$ cat src/rtl/tl_tx_fc_arb.sv
// rtl/tl_tx_fc_arb.sv - flow-control-gated round-robin TLP transmit arbiter
//
// Picks one of NUM_CH header/payload FIFO pairs when the channel has header and
// data credit and the retry buffer can hold the whole packet, then streams a
// header beat followed by ceil(len/(DATA_W/32)) payload beats.
//
// Ports:
//   clk, rst_n                      clock, asynchronous active-low reset
//   hdr_valid_i/len_i/data_i        per-channel header FIFO head
//   hdr_rden_o                      per-channel header FIFO pop
//   data_i, data_rden_o             per-channel payload FIFO head and pop
//   cl_load_i, cl_hdr_i, cl_data_i  InitFC credit limits (0 = infinite)
//   fc_upd_i, fc_hdr_i, fc_data_i   UpdateFC absolute credit limits
//   retry_free_i                    free retry-buffer beats
//   link_active_i                   DL_Up
//   tlp_*                           outgoing beat stream
//   credit_stall_o                  registered: channel waiting on credit
module tl_tx_fc_arb #(
    parameter int NUM_CH  = 3,
    parameter int DATA_W  = 256,
    parameter int CRED_W  = 12,
    parameter int RETRY_W = 11,
    localparam int CH_W   = (NUM_CH > 1) ? $clog2(NUM_CH) : 1
) (
    input  logic                     clk,
    input  logic                     rst_n,
    input  logic [NUM_CH-1:0]        hdr_valid_i,
    input  logic [NUM_CH*10-1:0]     hdr_len_i,
    input  logic [NUM_CH*128-1:0]    hdr_data_i,
    output logic [NUM_CH-1:0]        hdr_rden_o,
    input  logic [NUM_CH*DATA_W-1:0] data_i,
    output logic [NUM_CH-1:0]        data_rden_o,
    input  logic [NUM_CH-1:0]        cl_load_i,
    input  logic [NUM_CH*CRED_W-1:0] cl_hdr_i,
    input  logic [NUM_CH*CRED_W-1:0] cl_data_i,
    input  logic [NUM_CH-1:0]        fc_upd_i,
    input  logic [NUM_CH*CRED_W-1:0] fc_hdr_i,
    input  logic [NUM_CH*CRED_W-1:0] fc_data_i,
    input  logic [RETRY_W-1:0]       retry_free_i,
    input  logic                     link_active_i,
    input  logic                     tlp_ready_i,
    output logic [DATA_W-1:0]        tlp_o,
    output logic                     tlp_valid_o,
    output logic                     tlp_sop_o,
    output logic                     tlp_eop_o,
    output logic [CH_W-1:0]          tlp_ch_o,
    output logic [NUM_CH-1:0]        credit_stall_o
);

    localparam int DW_PER_BEAT = DATA_W / 32;
    localparam logic [CRED_W-1:0] HALF = {1'b1, {(CRED_W-1){1'b0}}};

    typedef enum logic [1:0] {IDLE, HDR, DATA} state_t;

    state_t state, state_nxt;

    logic [CRED_W-1:0] hdr_limit  [NUM_CH];
    logic [CRED_W-1:0] data_limit [NUM_CH];
    logic [CRED_W-1:0] hdr_cons   [NUM_CH];
    logic [CRED_W-1:0] data_cons  [NUM_CH];
    logic [NUM_CH-1:0] hdr_inf, data_inf;

    logic [CH_W-1:0]   ch_q, last_grant;
    logic [10:0]       beats_q;

    logic [10:0]       beats_c [NUM_CH];
    logic [CRED_W-1:0] dneed_c [NUM_CH];
    logic [NUM_CH-1:0] hdr_ok, data_ok, eligible, stall_c;

    logic              grant_found;
    logic [CH_W-1:0]   grant_ch;
    logic [10:0]       grant_beats;

    logic [127:0]      hdr_sel;
    logic [DATA_W-1:0] data_sel;

    // Wrap-safe window test: remaining room, read modulo 2^CRED_W, must sit in
    // the lower half of the counter space.
    function automatic logic cred_ok(input logic inf,
                                     input logic [CRED_W-1:0] limit,
                                     input logic [CRED_W-1:0] cons,
                                     input logic [CRED_W-1:0] need);
        logic [CRED_W-1:0] room;
        room = limit - (cons + need);
        return inf | (room <= HALF);
    endfunction

    always_comb begin
        logic [10:0] len_ext;
        len_ext = '0;
        for (int i = 0; i < NUM_CH; i++) begin
            len_ext    = {1'b0, hdr_len_i[i*10 +: 10]};
            beats_c[i] = (len_ext + 11'(DW_PER_BEAT - 1)) / 11'(DW_PER_BEAT);
            dneed_c[i] = CRED_W'((len_ext + 11'd3) >> 2);
            hdr_ok[i]  = cred_ok(hdr_inf[i], hdr_limit[i], hdr_cons[i], CRED_W'(1));
            data_ok[i] = (len_ext == 11'd0) |
                         cred_ok(data_inf[i], data_limit[i], data_cons[i], dneed_c[i]);
            // Whole packet (header + payload beats) must fit in the retry buffer.
            eligible[i] = hdr_valid_i[i] & link_active_i & hdr_ok[i] & data_ok[i] &
                          (({21'd0, beats_c[i]} + 32'd1) <= 32'(retry_free_i));
            stall_c[i]  = hdr_valid_i[i] & link_active_i & ~(hdr_ok[i] & data_ok[i]);
        end
    end

    // Round robin: lowest eligible index above last_grant, else wrap to the
    // lowest eligible index overall.
    always_comb begin
        grant_found = 1'b0;
        grant_ch    = '0;
        grant_beats = '0;
        for (int i = NUM_CH - 1; i >= 0; i--) begin
            if (eligible[i] && (i > int'(last_grant))) begin
                grant_found = 1'b1;
                grant_ch    = CH_W'(i);
                grant_beats = beats_c[i];
            end
        end
        if (!grant_found) begin
            for (int i = NUM_CH - 1; i >= 0; i--) begin
                if (eligible[i]) begin
                    grant_found = 1'b1;
                    grant_ch    = CH_W'(i);
                    grant_beats = beats_c[i];
                end
            end
        end
    end

    always_ff @(posedge clk or negedge rst_n) begin
        if (!rst_n) begin
            state <= IDLE;
        end else begin
            state <= state_nxt;
        end
    end

    always_comb begin
        state_nxt = state;
        case (state)
            IDLE: if (grant_found) state_nxt = HDR;
            HDR:  if (tlp_ready_i) state_nxt = (beats_q != 11'd0) ? DATA : IDLE;
            DATA: if (tlp_ready_i && beats_q == 11'd1) state_nxt = IDLE;
            default: state_nxt = IDLE;
        endcase
    end

    always_comb begin
        hdr_sel  = '0;
        data_sel = '0;
        for (int i = 0; i < NUM_CH; i++) begin
            if (ch_q == CH_W'(i)) begin
                hdr_sel  = hdr_data_i[i*128 +: 128];
                data_sel = data_i[i*DATA_W +: DATA_W];
            end
        end
    end

    always_comb begin
        tlp_o       = '0;
        tlp_valid_o = 1'b0;
        tlp_sop_o   = 1'b0;
        tlp_eop_o   = 1'b0;
        hdr_rden_o  = '0;
        data_rden_o = '0;
        tlp_ch_o    = ch_q;
        case (state)
            HDR: begin
                tlp_valid_o   = 1'b1;
                tlp_sop_o     = 1'b1;
                tlp_eop_o     = (beats_q == 11'd0);
                tlp_o[127:0]  = hdr_sel;
                for (int i = 0; i < NUM_CH; i++)
                    hdr_rden_o[i] = tlp_ready_i && (ch_q == CH_W'(i));
            end
            DATA: begin
                tlp_valid_o = 1'b1;
                tlp_eop_o   = (beats_q == 11'd1);
                tlp_o       = data_sel;
                for (int i = 0; i < NUM_CH; i++)
                    data_rden_o[i] = tlp_ready_i && (ch_q == CH_W'(i));
            end
            default: ;
        endcase
    end

    always_ff @(posedge clk or negedge rst_n) begin
        if (!rst_n) begin
            ch_q           <= '0;
            beats_q        <= '0;
            last_grant     <= CH_W'(NUM_CH - 1);
            credit_stall_o <= '0;
            hdr_inf        <= '0;
            data_inf       <= '0;
            for (int i = 0; i < NUM_CH; i++) begin
                hdr_limit[i]  <= '0;
                data_limit[i] <= '0;
                hdr_cons[i]   <= '0;
                data_cons[i]  <= '0;
            end
        end else begin
            credit_stall_o <= stall_c;

            if (state == IDLE && grant_found) begin
                ch_q       <= grant_ch;
                beats_q    <= grant_beats;
                last_grant <= grant_ch;
            end else if (state == DATA && tlp_ready_i) begin
                beats_q <= beats_q - 11'd1;
            end

            for (int i = 0; i < NUM_CH; i++) begin
                if (state == IDLE && !link_active_i) begin
                    // Link down between packets: forget all negotiated credit.
                    hdr_limit[i]  <= '0;
                    data_limit[i] <= '0;
                    hdr_cons[i]   <= '0;
                    data_cons[i]  <= '0;
                    hdr_inf[i]    <= 1'b0;
                    data_inf[i]   <= 1'b0;
                end else if (cl_load_i[i]) begin
                    hdr_limit[i]  <= cl_hdr_i[i*CRED_W +: CRED_W];
                    data_limit[i] <= cl_data_i[i*CRED_W +: CRED_W];
                    hdr_inf[i]    <= (cl_hdr_i[i*CRED_W +: CRED_W] == '0);
                    data_inf[i]   <= (cl_data_i[i*CRED_W +: CRED_W] == '0);
                    hdr_cons[i]   <= '0;
                    data_cons[i]  <= '0;
                end else begin
                    if (fc_upd_i[i] && !hdr_inf[i])
                        hdr_limit[i] <= fc_hdr_i[i*CRED_W +: CRED_W];
                    if (fc_upd_i[i] && !data_inf[i])
                        data_limit[i] <= fc_data_i[i*CRED_W +: CRED_W];
                    if (state == IDLE && grant_found && grant_ch == CH_W'(i)) begin
                        hdr_cons[i]  <= hdr_cons[i] + CRED_W'(1);
                        data_cons[i] <= data_cons[i] + dneed_c[i];
                    end
                end
            end
        end
    end

endmodule
$ cat config.mk
export PLATFORM = sky130hd
export DESIGN_NAME = tl_tx_fc_arb
export DESIGN_NICKNAME = d
export VERILOG_FILES = /design/src/rtl/tl_tx_fc_arb.sv
export SDC_FILE = /design/constraint.sdc
export NUM_CORES = 1
export LEC_CHECK = 0
export BUFFER_PORTS_ARGS = -buffer_cell sky130_fd_sc_hd__buf_2
export CAP_MARGIN = 20
export CORE_AREA = 2 2 623 625
export DETAILED_ROUTE_END_ITERATION = 6
export DIE_AREA = 0 0 625 627
export PLACE_DENSITY = 0.3
export SLEW_MARGIN = 15
export SYNTH_ARGS = -nofsm -noshare
export SYNTH_HDL_FRONTEND = slang
export SYNTH_SLANG_ARGS = --single-unit
$ cat constraint.sdc
create_clock -name clk -period 6.15 [get_ports clk]
set_input_delay 0.3075 -clock clk [delete_from_list [all_inputs] [get_ports clk]]
set_output_delay 0.3075 -clock clk [all_outputs]
set_load 0.01 [all_outputs]
==> results of run 1 <==
-- path summary, 6_finish.rpt --
check	from	endpoint	slack (ns)	depth (start not counted)
setup / recovery	hdr_len_i[0]	data_cons[34]$_DFFE_PN0P_	0.61	28
hold / removal	hdr_valid_i[1]	credit_stall_o[1]$_DFF_PN0_	0.13	3
setup reg to reg	data_cons[12]$_DFFE_PN0P_	hdr_cons[13]$_DFFE_PN0P_	0.71	21
hold reg to reg	hdr_limit[10]$_DFFE_PN0P_	hdr_limit[10]$_DFFE_PN0P_	0.49	2
max in group asynchronous	rst_n	data_limit[27]$_DFFE_PN0P_	4.60	3
min in group asynchronous	rst_n	data_inf[2]$_DFFE_PN0P_	0.42	2
-- where the power goes --
group	internal (mW)	leakage (nW)	total (mW)	switching [mW]
clock network	0.700	0.311	1.26	0.559
logic	3.40	15.0	10.3	6.86
registers	1.29	2.23	1.53	0.240
total	5.39	17.5	13.0	7.66
-- layout make-up --
cell class,instances,share of cell area
inverters,87,0.008014
flip-flops and latches,169,0.1017
clock inverters,14,0.004892
diodes,81,0.004862
well taps,5060,0.1519
multi-input cells,2996,0.4911
repair buffers,1766,0.2271
clock buffers,18,0.01053
-- flip-flops by register name, indices dropped and copies added (netlist names), 3 cells and up --
| name | cells |
|---|---|
| hdr_limit | 36 |
| credit_stall_o | 3 |
| hdr_cons | 36 |
| hdr_inf | 3 |
| beats_q | 11 |
| data_cons | 36 |
| data_limit | 36 |
| data_inf | 3 |
-- cells in the mapped netlist (4+ instances only) --
cell / number
a211o_1: 5
a211oi_1: 11
a21o_1: 24
a21oi_1: 121
a22o_1: 5
a22oi_1: 129
a2bb2oi_1: 4
a31o_2: 10
a31oi_1: 9
and2_1: 139
and3_1: 15
buf_1: 49
buf_2: 7
buf_4: 4
clkbuf_1: 220
dfrtp_1: 168
fa_1: 9
ha_1: 131
inv_1: 86
mux2i_1: 485
nand2_1: 363
nand2b_1: 45
nand3_1: 270
nand3b_1: 5
nand4_1: 16
nor2_1: 141
nor2b_1: 149
nor3_1: 24
nor3b_1: 7
nor4_1: 36
o211ai_1: 16
o21a_1: 21
o21ai_0: 423
o21ai_1: 4
o21bai_1: 12
o22ai_1: 12
o311ai_0: 5
o311ai_1: 4
o31ai_1: 77
o41ai_1: 4
or2_2: 4
or3_1: 17
xnor2_1: 106
xor2_1: 60
-- repair_timing --
item                                    CTS  global route
buffers inserted                          0             0
endpoints found under the setup margin    0             0
hold buffers                              1             0
hold endpoints to repair                 72             0
-- logic make-up after synthesis --
logic type / Yosys count / share of synthesized area
and+or+nand+nor: 1252 / 0.2414
AOI/OAI and AO/OA: 948 / 0.2279
muxes: 485 / 0.1863
buffers and inverters: 370 / 0.05508
DFF: 169 / 0.1624
xor gates and xnor gates: 167 / 0.05667
adders and majority gates: 141 / 0.07021
other: 1 / 0.0001439
-- critical path: cells and delay by family --
family                     cells  cell delay [ns]
and+or+nand+nor               10             1.77
muxes                          1             0.18
AOI/OAI and AO/OA             11             2.39
buffers and inverters          2             0.29
adders and majority gates      2             0.60
xor gates and xnor gates       2             0.38
-- layer usage --
metal / routed length, um / up-vias
met1: 109400 / 16500
met2: 146100 / 1456
met3: 18270 / 388
li1: - / 15860
met4: 15110 / 58
met5: 389 / -
==> metrics, run 1 <==
Avg WL per Cell=roughly 28 um; CTS tree=built; largest net degree at the start of global routing=roughly 150; fin crit share=0.9005; commonest cells after routing, fill and taps aside=1618 x buf_2, 482 x mux2i_1, 420 x o21ai_0, 363 x nand2_1, 270 x nand3_1; I/O pin count=about 1600; Setup WS post-layout=~0.61 ns; post-synthesis sequential area ratio=0.1624; Core Util, Final=0.1083; dpl ws=roughly 0.09 ns; Num Clock Sinks=169; Synth warnings=0; first-pass GRT wire length=356700 um; Design Area, Final=around 42000 um2; Cell Area, Synth=between 20000 and 30000 um2; Pwr per Cell Area=313.0 nW/um2; CP startpoint kind=input port; CP Class=in2reg; Synth top area share=0.1863; root buf cell=clkbuf_16; final non-filler cell total=slightly above 10000; DR pass1 iterations=5; initial antenna violation count=between 150 and 200; slowest stage delay, CP=0.47 ns; Tmin final=~5.5 ns; synth unique cells=95; Antenna Nets Post-Route=0; Final Skew=about 0.018 ns; FF+latch count, synth=169; critical path arrival=just under 6 ns; Final Hold Fails=0; top_reg_cell synth=dfrtp_1; Tot GR Track Use=0.1395; Synth area leaders=mux2i_1 19%, dfrtp_1 16%, o21ai_0 8.1%; worst endpoint required time=about 6.6 ns; most common cell after layout, fill and taps aside=buf_2; Rows=between 200 and 250; Iteration-0 DRC Markers=2175; Fin Setup TNS=0 ns; EDFF count, synth=0; Initial Util=0.06770; Max-Cap Viols=0; Layout fillers=between 40000 and 50000; share of layout cells above drive strength 1=0.3665; Die W=between 600 and 700 um; buffer depth of the longest clock path=2; status=finished, final reports clean; syn avg cell area=approximately 7.4 um2; Layout Nets=6527; core footprint=between 300000 and 400000 um2; gpl congestion=~1.0; Detail Placement HPWL=259500 um; Final Max Slew Viols=0; placed cells=between 10000 and 15000; Post-synth ARST share=1.000; Yosys top cell by area=mux2i_1; Max rail drop VDD=between 0.15 and 0.2 mV; layer with the highest usage=met2; PostCTS Resize Cnt=0; met3 Use GR=0.03130; CTS clk-pin slew, worst paths=about 0.080 ns; met1 Track Usage GR=0.1542; Syn Inst Count=~3500; HP Class=in2reg; TritonCTS Buffers=17; hold_ws=between 0.1 and 0.15 ns; critical path's slowest cell=o21a_1; via/cell ratio=3.361; GR Layer Usage met2=0.2519; synthesis-to-finish area growth=60.00%; port bufs=roughly 1600; worst-margin pin slew=1.251 ns; crit end category=register; Clock Latency Late Sink=approximately 0.5 ns; Die H=627 um; leakage power=17.51 nW; Cell Area, Placed=slightly above 40000 um2; Remaining Overflow, GRT=0; f_max=roughly 180 MHz; relative slew slack=0.1572; vias in the first global route=33850; total area of sequential cells=approximately 4200 um2; Final setup viols=0; worst-path maximum fanout=4; die area=slightly below 400000 um2; CTS H-tree depth=4; residual DRC count=0; total number of vias=around 34000; RSZ-0062 raised after global routing=false; multi-input logic area=around 20000 um2; Tot Pwr=around 13 mW; WL final=around 290000 um
Note: power is estimated with default switching activity, not from simulation.
==> run 2, diff against run 1 <==
--- a/config.mk
+++ b/config.mk
@@ -5,11 +5,11 @@
 export SDC_FILE = /design/constraint.sdc
 export NUM_CORES = 1
 export LEC_CHECK = 0
-export BUFFER_PORTS_ARGS = -buffer_cell sky130_fd_sc_hd__buf_2
 export CAP_MARGIN = 20
 export CORE_AREA = 2 2 623 625
 export DETAILED_ROUTE_END_ITERATION = 6
 export DIE_AREA = 0 0 625 627
+export DONT_BUFFER_PORTS = 1
 export PLACE_DENSITY = 0.3
 export SLEW_MARGIN = 15
 export SYNTH_ARGS = -nofsm -noshare
==> run 2 against run 1 <==
Utilization shrank 2.0 points. Largest power group unchanged. Worst hold slack got worse by 0.082 ns. Flip-flop and latch count stayed put.
==> metrics, run 2 (synthesis results as in run 1) <==
first-pass GRT wire length=330800 um (-7.3%); hold_sp=fc_hdr_i[0]; HP Class=in2reg; most common cell after layout, fill and taps aside=mux2i_1; buffer depth of the longest clock path=2 (unchanged); Critical Path Stages=21 (-25%); Setup WS post-layout=0.6620 ns (+0.05001 ns); crit end category=register; Crit Reg-Reg Startpoint=data_cons[12]$_DFFE_PN0P_; Worst path top cell family by delay=compound AO/OA/AOI/OAI gates; hold path depth=2 (-1); root buf cell=clkbuf_16; Critical path buffers and inverters=1 (-1); Die H=627 um (unchanged); Pwr per Cell Area=359.2 nW/um2 (+15%); setup bufs post-CTS=0 (unchanged); Antenna Nets Post-Route=0 (unchanged); residual DRC count=0 (unchanged); critical path arrival=5.89 ns (-0.07 ns); CTS clk-pin slew, worst paths=0.08 ns (about the same); Iteration-0 DRC Markers=2417 (+11%); Tmin final=5.488 ns (-0.05001 ns); flop2flop setup slack=0.66 ns (-0.05 ns); vias in the first global route=27420 (-19%); Num Clock Sinks=169 (unchanged); I/O pin count=1620 (unchanged); via/cell ratio=3.356 (-0.16%); port bufs=0 (-100%); Avg WL per Cell=32.22 um (+14%); Final Skew=0.01743 ns (-0.0005559 ns); Remaining Overflow, GRT=0 (unchanged); Rows=228 (unchanged); dpl ws=0.1326 ns (+0.04439 ns); die area=391900 um2 (unchanged); worst-path maximum fanout=17 (+13); PostCTS Resize Cnt=0 (unchanged); slowest stage delay, CP=0.50 ns (+0.03 ns); total area of sequential cells=4238 um2 (unchanged); share of layout cells above drive strength 1=0.08150 (-0.2850); Final Max Slew Viols=0 (unchanged); gpl congestion=0.9460 (-5.1%); Fin Setup TNS=0 ns (unchanged); f_max=182.2 MHz (+0.91%); Final Hold Fails=0 (unchanged); Max-Cap Viols=0 (unchanged); total number of vias=28840 (-16%); Layout Nets=4937 (-24%); Max rail drop VDD=0.2250 mV (+15%); initial antenna violation count=175 (unchanged); Worst Hold Path EP=hdr_limit[24]$_DFFE_PN0P_; fin crit share=0.8924 (-0.008131); Final setup viols=0 (unchanged); CP Launch Point=data_cons[12]$_DFFE_PN0P_; Detail Placement HPWL=246500 um (-5.0%); Clock Latency Late Sink=0.51 ns (+0.02 ns); relative slew slack=0.1551 (-0.002101); synthesis-to-finish area growth=29.78%; multi-input logic area=20570 um2 (+0.48%); hold_ws=0.05137 ns (-0.08214 ns); CP Class=reg2reg; worst endpoint required time=6.56 ns (about the same); WL final=276900 um (-4.3%); core footprint=384800 um2 (unchanged); RSZ-0062 raised after global routing=false; commonest cells after routing, fill and taps aside=483 x mux2i_1, 418 x o21ai_0, 363 x nand2_1, 270 x nand3_1, 166 x dfrtp_1; leakage power=10.87 nW (-38%); Die W=625 um (unchanged); Tot GR Track Use=0.1331 (-0.006421); DR pass1 iterations=5 (unchanged); Initial Util=0.06770 (unchanged); TritonCTS Buffers=17 (unchanged); CTS Hold Bufs=17 (+16); Layout fillers=44990 (-0.50%); CTS tree=built; largest net degree at the start of global routing=170 (+12%); path depth of the worst reg2reg path=21 (unchanged); critical path's slowest cell=o21a_2; CP startpoint kind=register; crit-path cells=ha_1 > fa_1 > a21o_1 > a21oi_1 > o21bai_1 > a21oi_1 > o21bai_1 > a21oi_1 > xor2_1 > ha_1 > a211o_1 > or3_1 > a31oi_1 > o21bai_1 > xnor2_1 > a31oi_2 > buf_4 > a31oi_1 > o21a_2 > nor2_1 > a211oi_1; worst-margin pin slew=1.254 ns (+0.003119 ns); status=finished, final reports clean; RR Endpoint=data_cons[2]$_DFFE_PN0P_; CTS H-tree depth=4 (unchanged)
run 2: cell types whose count changed in the layout (fill, tap and decap cells not counted), sizes merged, moves of 3 or more:
| cell | previous run | this run |
|---|---|---|
| buf | 1765 | 160 |
| bufinv | 4 | 0 |
| diode | 81 | 74 |
| dlygate4sd3 | 1 | 16 |
| inv | 93 | 90 |
| clkinv | 2 | 7 |
run 2: power by group:
part | total (mW) | leakage [nW] | internal [mW] | switching [mW]
registers | 1.53 | 2.23 | 1.29 | 0.232
logic | 9.52 | 8.38 | 2.88 | 6.64
clock network | 1.10 | 0.263 | 0.532 | 0.566
run 2: cell type report:
type	instances	share of cell area
tap	5060	0.1872
clock buffer	20	0.01321
multi-input combinational	2996	0.6084
inverter	87	0.009880
antenna	74	0.005476
clock inverter	12	0.002775
timing repair buffer	176	0.04770
sequential	169	0.1253
run 2: worst max path at each step:
stage / to / slack (ns)
floorplan: hdr_cons[18]$_DFFE_PN0P_ / 0.84
global placement: beats_q[4]$_DFFE_PN0P_ / 0.07
detailed placement: hdr_cons[18]$_DFFE_PN0P_ / 0.13
CTS: data_cons[2]$_DFFE_PN0P_ / 0.61
global route: data_cons[2]$_DFFE_PN0P_ / 0.23
finish: data_cons[2]$_DFFE_PN0P_ / 0.66
run 2: routing by layer:
| metal | vias to the layer above | global-route usage | wire, um |
|---|---|---|---|
| met4 | 68 | 0.07169 | 16570 |
| met5 | - | 0.003704 | 454 |
| met3 | 428 | 0.04469 | 22500 |
| met1 | 14090 | 0.1411 | 100800 |
| met2 | 1584 | 0.2317 | 136600 |
| li1 | 12670 | - | - |
run 2: through the flow:
stage / power [mW] / cells / cell area [um2] / util
floorplan: 6.735 / 3535 / 26060 / -
global placement: 11.07 / 8468 / 32850 / 0.08536
detailed placement: 11.14 / 8469 / 32860 / 0.08539
CTS: 12.34 / 8518 / 33590 / 0.08728
global route: 12.93 / 8565 / 33740 / 0.08768
finish: 12.15 / 8594 / 33810 / 0.08787
